`config.mk`:
```
export PLATFORM = sky130hd
export DESIGN_NAME = stepper_cmd_sequencer
export DESIGN_NICKNAME = d
export VERILOG_FILES = /design/src/rtl/stepper_cmd_sequencer.sv
export SDC_FILE = /design/constraint.sdc
export NUM_CORES = 1
export LEC_CHECK = 0
export CAP_MARGIN = 20
export CORE_UTILIZATION = 63
export DETAILED_ROUTE_END_ITERATION = 8
export GPL_TIMING_DRIVEN = 0
export PLACE_DENSITY_LB_ADDON = 0.05
export SLEW_MARGIN = 20
export SYNTH_ARGS = -nofsm -noshare
export SYNTH_HDL_FRONTEND = slang
export SYNTH_SLANG_ARGS = --single-unit
```
`constraint.sdc`:
```
create_clock -name CLK100MHZ -period 7.8 [get_ports CLK100MHZ]
set_clock_uncertainty 0.15 [all_clocks]
set_input_delay 1.56 -clock CLK100MHZ [delete_from_list [all_inputs] [get_ports CLK100MHZ]]
set_output_delay 1.56 -clock CLK100MHZ [all_outputs]
set_load 0.005 [all_outputs]
```
`src/rtl/stepper_cmd_sequencer.sv`:
```
// Command FIFO and issue sequencer for the stepper driver: queues 23-bit motion commands
// and hands them to the driver one at a time, waiting for each move to finish.
//
// state  | meaning
// IDLE   | waiting for a queued command and an idle driver
// ISSUE  | new_data pulse cycle, command on data_out
// SETTLE | driver latch/compare latency, stepper_busy ignored
// WAIT   | waiting for the driver to finish the move
module stepper_cmd_sequencer #(
  parameter int DEPTH         = 8,
  parameter int SETTLE_CYCLES = 4
) (
  input  logic                         CLK100MHZ,
  input  logic                         CPU_RESETN,
  input  logic                         wr_en,
  input  logic [31:0]                  wr_data,
  input  logic                         flush,
  input  logic                         clear_ovf,
  input  logic                         stepper_busy,
  output logic [31:0]                  data_out,
  output logic                         new_data,
  output logic                         full,
  output logic [$clog2(DEPTH+1)-1:0]   count,
  output logic                         idle,
  output logic                         overflow
);

  localparam int CW = $clog2(DEPTH + 1);
  localparam int PW = $clog2(DEPTH);
  localparam int SW = (SETTLE_CYCLES > 2) ? $clog2(SETTLE_CYCLES) : 1;

  localparam logic [1:0] S_IDLE   = 2'd0;
  localparam logic [1:0] S_ISSUE  = 2'd1;
  localparam logic [1:0] S_SETTLE = 2'd2;
  localparam logic [1:0] S_WAIT   = 2'd3;

  logic [1:0]    state_q, state_d;
  logic [SW-1:0] settle_q, settle_d;
  logic [PW-1:0] rd_ptr_q, rd_ptr_d, wr_ptr_q, wr_ptr_d;
  logic [CW-1:0] count_q, count_d;
  logic [22:0]   mem_q [DEPTH];
  logic [22:0]   mem_d [DEPTH];
  logic [31:0]   data_out_q, data_out_d;
  logic          new_data_q, new_data_d;
  logic          overflow_q, overflow_d;
  logic          pop, push, drop;
  logic          unused_wr_bits;

  assign unused_wr_bits = ^wr_data[31:23];

  always_comb begin
    state_d    = state_q;
    settle_d   = settle_q;
    rd_ptr_d   = rd_ptr_q;
    wr_ptr_d   = wr_ptr_q;
    count_d    = count_q;
    mem_d      = mem_q;
    data_out_d = data_out_q;
    new_data_d = 1'b0;

    // flush cancels any pop, so the FSM cannot leave IDLE in a flush cycle
    pop  = (state_q == S_IDLE) && (count_q != '0) && !stepper_busy && !flush;
    push = wr_en && !flush && ((count_q != CW'(DEPTH)) || pop);
    drop = wr_en && !flush && !push;

    overflow_d = drop | (overflow_q & ~clear_ovf);

    case (state_q)
      S_IDLE: begin
        if (pop) begin
          data_out_d = {9'b0, mem_q[rd_ptr_q]};
          new_data_d = 1'b1;
          state_d    = S_ISSUE;
        end
      end
      S_ISSUE: begin
        settle_d = '0;
        state_d  = S_SETTLE;
      end
      S_SETTLE: begin
        if (settle_q == SW'(SETTLE_CYCLES - 1)) state_d = S_WAIT;
        else                                    settle_d = settle_q + SW'(1);
      end
      default: begin
        if (!stepper_busy) state_d = S_IDLE;
      end
    endcase

    if (flush) begin
      rd_ptr_d = '0;
      wr_ptr_d = '0;
      count_d  = '0;
    end else begin
      if (push) begin
        mem_d[wr_ptr_q] = wr_data[22:0];
        wr_ptr_d        = wr_ptr_q + PW'(1);
      end
      if (pop) rd_ptr_d = rd_ptr_q + PW'(1);
      if (push && !pop)      count_d = count_q + CW'(1);
      else if (pop && !push) count_d = count_q - CW'(1);
    end
  end

  always_ff @(posedge CLK100MHZ or negedge CPU_RESETN) begin
    if (!CPU_RESETN) begin
      state_q    <= S_IDLE;
      settle_q   <= '0;
      rd_ptr_q   <= '0;
      wr_ptr_q   <= '0;
      count_q    <= '0;
      data_out_q <= '0;
      new_data_q <= 1'b0;
      overflow_q <= 1'b0;
      for (int i = 0; i < DEPTH; i++) mem_q[i] <= '0;
    end else begin
      state_q    <= state_d;
      settle_q   <= settle_d;
      rd_ptr_q   <= rd_ptr_d;
      wr_ptr_q   <= wr_ptr_d;
      count_q    <= count_d;
      data_out_q <= data_out_d;
      new_data_q <= new_data_d;
      overflow_q <= overflow_d;
      mem_q      <= mem_d;
    end
  end

  assign data_out = data_out_q;
  assign new_data = new_data_q;
  assign count    = count_q;
  assign full     = (count_q == CW'(DEPTH));
  assign overflow = overflow_q;
  assign idle     = (state_q == S_IDLE) && (count_q == '0) && !stepper_busy;

endmodule

```
# After elaboration in Yosys (flattened, before gate mapping)

Cells that the tools add are included.

Input port bits: 38
Logic and storage cells: 87
Register bits after elaboration: 223
ROM bits: 0
RAM bits: 0
Output and inout port bits: 40
Latch bits: 0
Memories kept: 0

Add/subtract/negate cells: 5
Shift operators: 0
Magnitude comparators: 3
Divide/modulo/power cells: 0
Reduce and logical (&&, ||, !) cells: 27
Multipliers: 0
Muxes and demuxes: 21
Bitwise logic cells: 6
Equality and inequality tests: 9

Operator list:

| kind                | count |
|---|---|
| $bwmux 184          | 1 |
| $bmux 23 s3         | 1 |
| $demux 23 s3        | 1 |
| $mux 23             | 3 |
| $mux 3              | 4 |
| $mux 4              | 3 |
| $logic_and 1x1->1   | 11 |
| $ge 4x4->1 const B  | 2 |
| $mux 2              | 4 |
| $not 3->4           | 2 |
| $add 3x1->3 const B | 2 |
| $ne 2x2->1 const B  | 3 |
| $pmux 2 s3          | 1 |
| $reduce_and 2->1    | 3 |
| $reduce_bool 2->1   | 3 |
| $add 4x1->4 const B | 1 |
| $eq 2x2->1 const B  | 2 |
| $eq 4x4->1 const B  | 1 |
| $logic_not 1->1     | 4 |
| $logic_not 4->1     | 1 |
| $lt 4x1->1 const B  | 1 |
| $ne 4x1->1 const B  | 1 |
| $ne 4x4->1 const B  | 1 |
| $pmux 2 s2          | 1 |
| 12 further kinds    | 14 |

# Longest topological paths before layout

Gate-level depths: netlist of the first run.

Depth after elaboration: 11
Gate-level depth with buffers: 12
Gate-level depth less buffers: 11

# Least setup slack after synthesis of the first run

No wires, ideal clock.

Kind: input-to-reg
Start: input port stepper_busy
End: register count_q[3] (netlist: count[3])
Stages on the path: 10
Required time: 7572 ps
Slack: 4123 ps
Arrival: 3449 ps
Setup time: 78 ps
Path buffers: 1
Path through: nand2b_1 > and3_4 > buf_12 > nor2_1 > nand3_1 > ha_1 > a21o_2 > a2111o_1 > a21o_1 > a21oi_1

Longest elaborated chain between the ends: 8
Elaborated cells between the ends (all ways): 12
Classes of those cells: 2 x mux; 10 x reduce/logical

RTL lines:

| element                                              | RTL line | text |
|---|---|---|
| start, declared                                      | 19       | `input logic stepper_busy,` |
| $logic_not 1->1 *                                    | 62       | `pop = (state_q == S_IDLE) && (count_q != '0) && !stepper_busy && !flush;` |
| $logic_and 1x1->1 * (2 in a row)                     | 62       |  |
| $logic_or 1x1->1                                     | 63       | `push = wr_en && !flush && ((count_q != CW'(DEPTH)) \|\| pop);` |
| $logic_and 1x1->1                                    | 63       |  |
| $logic_and 1x1->1 or $logic_not 1->1 (tied branches) | 99, 100  |  |
| $mux 4 or $logic_and 1x1->1 (tied branches)          | 99, 100  |  |
| $mux 4 or $reduce_bool 3->1 (tied branches)          | --       |  |
| end signal, assigned                                 | 120      | `count_q <= count_d;` |
| end, declared                                        | 40       | `logic [CW-1:0] count_q, count_d;` |

Mark *: on every way between the ends. The rest lies on a longest branch, timed or not.
A chain may end at the register's enable or synchronous reset.

# Worst setup path after layout of the first run

Start: input port stepper_busy
End: output port idle

Longest elaborated chain between the ends: 2

RTL lines:

| element           | RTL line | text |
|---|---|---|
| $logic_not 1->1   | 133      | `assign idle = (state_q == S_IDLE) && (count_q == '0) && !stepper_busy;` |
| $logic_and 1x1->1 | 133      |  |
| end, declared     | 24       | `output logic idle,` |

No other way between the ends.

==> summary.md, run 1 <==
| Metric | Value |
|---|---|
| Status | `complete, no violations` |
| CP dominant cell by count | `clkdlybuf4s50_1` |
| CORE AREA | `16060 µm²` |
| Vias per cell | `about 6` |
| DR top layer | `met4` |
| Gr usage total | `about 28%` |
| Largest net degree at the start of global routing | `100` |
| Synth warn | `0` |
| Mux cell area share after synthesis | `between 30% and 40%` |
| Post-Layout Cell Count | `~1000` |
| Sequential fraction of the synthesis area | `a little over half` |
| DIE AREA | `approximately 17000 µm²` |
| WHS | `roughly 0.33 ns` |
| Final Slew Violations | `0` |
| Post-DP HPWL | `~14000 µm` |
| Largest family of logic cells by synthesized area | `multiplexers` |
| Final setup vio count | `0` |
| Commonest non-fill, non-tap cells in the layout | `dfrtp_1 (223), mux2_2 (134), clkdlybuf4s50_1 (58)` |
| Initial Util | `around 65%` |
| Crit-path max FO | `5` |
| Initial DRT Pass Iterations | `4` |
| Final Total Pwr | `3870 µW` |
| Final WL | `about 22000 µm` |
| Highest cell delay on the worst timing path | `about 0.51 ns` |
| Placed insts | `961` |
| Post-Synth XOR/XNOR Area | `0.5016%` |
| GRT overflow | `0` |
| Worst-skew pair later-pin latency | `about 0.50 ns` |
| Syn Area/Cell | `15.50 µm²` |
| #FFs+latches synth | `223` |
| Area growth syn-to-layout | `15.87%` |
| Top cell type's share of synthesized area | `approximately 53%` |
| Post-Synth Adder-Cell Area | `1.146%` |
| Worst reg2reg setup slack | `between 4 and 5 ns` |
| Clk sinks | `about 220` |
| Leak | `about 0.0054 µW` |
| # diodes | `0` |
| Initial antenna violation count | `0` |
| CTS tree | `yes` |
| Worst setup path class | `input pin to primary output` |
| Setup crit end kind | `primary output` |
| Residual DRC | `0` |
| CTS Buffer Depth | `3` |
| Area leader, netlist | `dfrtp_1` |
| Wire length on met3 | `between 900 and 1000 µm` |
| Vias in the first global route | `between 6000 and 7000` |
| Post-Syn Area | `between 10000 and 15000 µm²` |
| Yosys cell types | `50` |
| Wl on met1 | `roughly 9700 µm` |
| Slowest CP cell | `clkdlybuf4s50_1` |
| CTS buffer count | `23` |
| Share of cells above drive strength 1 | `around 40%` |
| First-pass GRT wire length | `roughly 36000 µm` |
| Worst hold path class | `flip-flop to flip-flop` |
| Asr flop ratio synth | `100.0%` |
| Post-synthesis simple-gate area fraction | `roughly 4.7%` |
| Crit path arrival time | `between 2 and 3 ns` |
| Cell Rows | `46` |
| Max-slew headroom | `between 30% and 40%` |
| Die Y | `between 100 and 150 µm` |
| Clock-pin slew on the worst setup and hold paths | `approximately 0.060 ns` |
| Power Dens Cells | `between 300 and 400 nW/µm²` |
| Root Buffer | `clkbuf_16` |
| Req. time, crit path | `~6.1 ns` |
| Routability Congestion | `approximately 0.79` |
| Ports | `78` |
| Fin nets | `approximately 820` |
| Unrepaired setup endpoints after global routing | `false` |
| Top area cells in the synthesized netlist | `dfrtp_1 (53%), mux2_2 (14%), mux4_2 (9.9%)` |
| Setup bufs post-CTS | `0` |
| Drt wl/cell | `approximately 22 µm` |
| Port Buf Inserts | `a little under 60` |
| Via count | `between 6000 and 7000` |
| Crit path launch type | `input pin` |
| F_max | `between 0.2 and 0.25 GHz` |
| Fillers | `984` |
| Hold buffers post-CTS | `0` |
| Compound-cell area share of the yosys netlist | `under 10%` |
| CTS H-tree lvls | `1` |
| Peak supply drop | `slightly above 200 µV` |
| Synth Flop Type | `dfrtp_1` |
| Critical path, cell by cell | `clkdlybuf4s50_1 > nand2b_1 > nor2_1 > clkdlybuf4s50_1` |
| Resize count post-CTS | `0` |
| Minimum clock period | `4.661 ns` |
| Leading cell type in the layout, fill and taps excluded | `dfrtp_1` |
| Die Width | `131.0 µm` |
| Final setup TNS | `0 ns` |
| Final hold violation count | `0` |
| Total of max-cap violations | `0` |
| Number of flops mapped to enable cells by yosys | `0` |
| Antenna-violating nets left | `0` |
| Wire length on met2 | `~11000 µm` |
| Least-Margin Pin Slew | `~1.0 ns` |
| Final Cycle Share | `59.75%` |
| Synthesized netlist cell count | `676` |
| Drt first-iter violations | `~270` |
[cells by family after synthesis]
logic type                 Yosys count
other                                1
AOI/OAI and AO/OA                   44
buffers and inverters               56
xor gates and xnor gates             6
adders and majority gates            9
and+or+nand+nor                     78
muxes                              259
DFF                                223
[sequential cells by signal, indices dropped and copies added (netlist names)]
signal,count
new_data,1
settle_q,2
overflow,1
state_q,2
mem_q,184
rd_ptr_q,3
data_out,23
count,4
wr_ptr_q,3
[critical path: cells and delay by family]
| kind | cells | cell delay, ns |
|---|---|---|
| buf+inv | 2 | 0.98 |
| simple gates | 2 | 0.41 |
[per-stage QoR]
step / cell area [µm²] / setup slack [ns] / util [%]
finish: 12140 / 3.139 / 75.60
global route: 12140 / 3.068 / 75.60
CTS: 12140 / 3.137 / 75.60
detailed placement: 11430 / 3.155 / 71.17
global placement: 11370 / -3.554 / 70.80
floorplan: 10510 / 4.123 / -
[synth_stat cells (8+ instances only)]
cell type	count
buf_4	13
buf_6	12
clkbuf_1	12
dfrtp_1	223
ha_1	8
mux2_2	134
mux2_4	50
mux2i_1	24
mux4_2	46
nand2_1	28
nand3_1	8
nor2_1	13
o21ai_0	26
[area by class of cell]
type | count | area [µm²] | share of cell area [%]
Sequential cell | 223 | 5580 | 45.97
Multi-Input combinational cell | 405 | 4553 | 37.50
Timing Repair Buffer | 61 | 650.6 | 5.359
Clock buffer | 29 | 628.1 | 5.174
Buffer | 49 | 347.8 | 2.865
Tap cell | 216 | 270.3 | 2.226
Clock inverter | 6 | 83.83 | 0.6905
Inverter | 7 | 26.28 | 0.2164
[metal layers]
layer  GRT usage (%)  vias up
met5               0        -
met4           6.761        0
met3           3.135       34
met2           46.19      148
met1           39.75     3194
li1                -     2646
[worst paths after layout]
check                                           end  cells after the start                     start
hold / removal             data_out[15]$_DFFE_PN0P_                      2  data_out[15]$_DFFE_PN0P_
min in group asynchronous    mem_q[167]$_DFFE_PN0P_                      1                CPU_RESETN
setup reg to reg               count[3]$_DFFE_PN0P_                     12    state_q[0]$_DFFE_PN0P_
max in group asynchronous  data_out[16]$_DFFE_PN0P_                      3                CPU_RESETN
hold reg to reg            data_out[15]$_DFFE_PN0P_                      2  data_out[15]$_DFFE_PN0P_
setup / recovery                               idle                      4              stepper_busy
[power breakdown]
part           total, µW  switching [µW]  internal (µW)  leakage (µW)
clock network       1060             428            629      0.000353
logic               1130             447            683       0.00215
registers           1680             195           1490       0.00294
(Power assumes the default switching activity.)
==> run 2, diff against run 1 <==
Settings changed: CORE_UTILIZATION 63 to 59.
Clock period 7.8 ns to 4.7 ns, I/O delays scaled along.
==> run 2 against run 1 <==
  * Sequential power up 66%
  * Hold slack lost 0.0068 ns
  * Utilization decreased by 5.0 points
  * Routed wire length fell by 0.98%
  * Highest routed layer unchanged
==> summary.md, run 2 (same netlist as run 1, synthesis figures left out) <==
| Metric | Value |
|---|---|
| GRT overflow | `0 (unchanged)` |
| Worst-case reg-to-reg path depth | `12 (unchanged)` |
| CTS tree | `yes (unchanged)` |
| Req. time, crit path | `3.61 ns (was 6.09 ns)` |
| Leading cell type in the layout, fill and taps excluded | `dfrtp_1 (unchanged)` |
| # diodes | `0 (unchanged)` |
| Initial Util | `60.58% (was 65.25%)` |
| Crit-path max FO | `5 (unchanged)` |
| Worst setup path class | `input pin to primary output (unchanged)` |
| Crit path launch type | `input pin (unchanged)` |
| Post-DP HPWL | `14280 µm (was 14060 µm)` |
| Unrepaired setup endpoints after global routing | `false (unchanged)` |
| Total of max-cap violations | `0 (unchanged)` |
| Largest reg by FF count | `mem_q (unchanged)` |
| Max-slew headroom | `30.49% (was 33.39%)` |
| Multi-input logic area | `4553 µm² (unchanged)` |
| Area growth syn-to-layout | `16.62% (was 15.87%)` |
| Final setup TNS | `0 ns (unchanged)` |
| Die Y | `135.3 µm (was 131.0 µm)` |
| Final Cycle Share | `between 70 and 80%` |
| Cell Rows | `48 (was 46)` |
| Root Buffer | `clkbuf_16 (unchanged)` |
| CP dominant cell by count | `clkdlybuf4s50_1 (unchanged)` |
| Vias in the first global route | `6448 (was 6604)` |
| Port Buf Inserts | `59 (unchanged)` |
| RR Endpoint | `count[3]$_DFFE_PN0P_ (unchanged)` |
| Highest cell delay on the worst timing path | `0.51 ns (about the same)` |
| Worst reg2reg setup slack | `1.58 ns (was 4.73 ns)` |
| Critical path buffer and inverter count | `2 (unchanged)` |
| Clk sinks | `223 (unchanged)` |
| Peak supply drop | `349.3 µV (was 203.6 µV)` |
| CORE AREA | `17300 µm² (was 16060 µm²)` |
| Final Slew Violations | `0 (unchanged)` |
| Least-Margin Pin Slew | `1.043 ns (was 0.9991 ns)` |
| Vias per cell | `5.950 (was 6.046)` |
| Final setup vio count | `0 (unchanged)` |
| Ports | `78 (unchanged)` |
| Setup bufs post-CTS | `0 (unchanged)` |
| Max reg flops | `184 (unchanged)` |
| DIE AREA | `18300 µm² (was 17150 µm²)` |
| Via count | `6027 (was 6022)` |
| Sequential cell area | `5580 µm² (unchanged)` |
| Worst r2r src | `state_q[0]$_DFFE_PN0P_ (unchanged)` |
| Status | `complete, no violations (unchanged)` |
| Largest net degree at the start of global routing | `102 (was 100)` |
| Gr usage total | `25.40% (was 27.82%)` |
| Power Dens Cells | `532.5 nW/µm² (was 318.7 nW/µm²)` |
| Hold buffers post-CTS | `0 (unchanged)` |
| Fillers | `1158 (was 984)` |
| Routability Congestion | `0.7964 (was 0.7873)` |
| CTS buffer count | `24 (was 23)` |
| Initial antenna violation count | `0 (unchanged)` |
| Antenna-violating nets left | `0 (unchanged)` |
| Commonest non-fill, non-tap cells in the layout | `dfrtp_1 (223), mux2_2 (134), clkdlybuf4s50_1 (58) (unchanged)` |
| CTS H-tree lvls | `1 (unchanged)` |
| Crit path arrival time | `2.34 ns (was 2.95 ns)` |
| Drt first-iter violations | `292 (was 274)` |
| Setup crit end kind | `primary output (unchanged)` |
| Die Width | `135.3 µm (was 131.0 µm)` |
| Residual DRC | `0 (unchanged)` |
| F_max | `between 0.2 and 0.3 GHz` |
| Drt wl/cell | `21.36 µm (was 21.94 µm)` |
| Crit-path leading delay family | `buffers and inverters (unchanged)` |
| Worst hold path class | `input pin to async pin (was flip-flop to flip-flop)` |
| WHS | `0.3200 ns (was 0.3267 ns)` |
| Launch point of the worst path | `stepper_busy (unchanged)` |
| Share of cells above drive strength 1 | `40.36% (was 40.26%)` |
| Crit path to | `idle (unchanged)` |
| Fin nets | `818 (was 817)` |
| Worst-skew pair later-pin latency | `0.50 ns (about the same)` |
| Final hold violation count | `0 (unchanged)` |
| Critical path, cell by cell | `clkdlybuf4s50_1 > nand2b_1 > nor2_1 > clkdlybuf4s50_1 (unchanged)` |
| First-pass GRT wire length | `35340 µm (was 35850 µm)` |
| Leak | `0.005471 µW (was 0.005438 µW)` |
| Minimum clock period | `between 3 and 4 ns` |
| Final WL | `21640 µm (was 21850 µm)` |
| Initial DRT Pass Iterations | `4 (unchanged)` |
| CTS Buffer Depth | `3 (unchanged)` |
| Clock-pin slew on the worst setup and hold paths | `0.05 ns (was 0.06 ns)` |
| Resize count post-CTS | `0 (unchanged)` |
| Instance count on the critical path | `4 (unchanged)` |
| Slowest CP cell | `clkdlybuf4s50_1 (unchanged)` |
-- run 2: cell types whose count changed in the layout (fill, tap and decap cells not counted) --
cell	change
bufinv_16	-1
clkbuf_1	+4
clkbuf_16	+2
clkbuf_8	+2
clkinv_2	+1
-- run 2: layout make-up --
cell class,instances,share of cell area (%)
Sequential cell,223,45.67
Timing Repair Buffer,61,5.325
Clock inverter,6,0.4813
Buffer,49,2.847
Clock buffer,37,5.898
Multi-Input combinational cell,405,37.26
Inverter,7,0.2150
Tap cell,225,2.304
-- run 2: per-layer routing --
| layer | global-route usage, % | part of all wire [%] | routed length [µm] | vias to the layer above |
|---|---|---|---|---|
| met5 | 0 | 0 | 0 | - |
| met4 | 6.367 | 1.8 | 393 | 0 |
| met3 | 3.292 | 3.8 | 823 | 37 |
| met2 | 41.45 | 49 | 10580 | 148 |
| met1 | 36.38 | 45 | 9841 | 3182 |
| li1 | - | - | - | 2660 |
-- run 2: worst min-delay path by stage --
stage	end	slack (ns)	start	depth (start not counted)
floorplan	mem_q[135]$_DFFE_PN0P_	0.30	mem_q[135]$_DFFE_PN0P_	1
global placement	data_out[15]$_DFFE_PN0P_	0.31	data_out[15]$_DFFE_PN0P_	2
detailed placement	data_out[15]$_DFFE_PN0P_	0.32	data_out[15]$_DFFE_PN0P_	2
CTS	data_out[15]$_DFFE_PN0P_	0.34	data_out[15]$_DFFE_PN0P_	2
global route	mem_q[135]$_DFFE_PN0P_	0.35	mem_q[135]$_DFFE_PN0P_	1
finish	mem_q[144]$_DFFE_PN0P_	0.32	CPU_RESETN	1
-- run 2: worst register-to-register path, cell delays in order (launching register included) --
cell      delay, ns
dfrtp_1        0.41
inv_1          0.09
ha_1           0.24
nand2b_1       0.16
and3_4         0.23
buf_12         0.15
nor2_1         0.17
nand3_1        0.15
ha_1           0.34
a21o_2         0.22
a2111o_1       0.42
a21o_1         0.18
a21oi_1        0.13
-- run 2: per-stage QoR --
stage / utilization (%) / cell area, µm² / instances / setup slack, ns / total power [µW]
after global placement: 65.79 / 11380 / 968 / -6.172 / 4570
after global routing: 70.65 / 12220 / 1013 / 1.183 / 6857
after floorplan: - / 10510 / 684 / 1.643 / 4044
final: 70.65 / 12220 / 1013 / 1.272 / 6506
after CTS: 70.65 / 12220 / 1013 / 1.274 / 6563
after detailed placement: 66.14 / 11440 / 970 / 0.8392 / 4696
-- run 2: where the power goes --
part / internal, µW / leakage [µW] / switching, µW
Sequential: 2470 / 0.00294 / 325
Combinational: 1130 / 0.00215 / 734
Clock: 1110 / 0.000387 / 736
Total: 4710 / 0.00547 / 1790
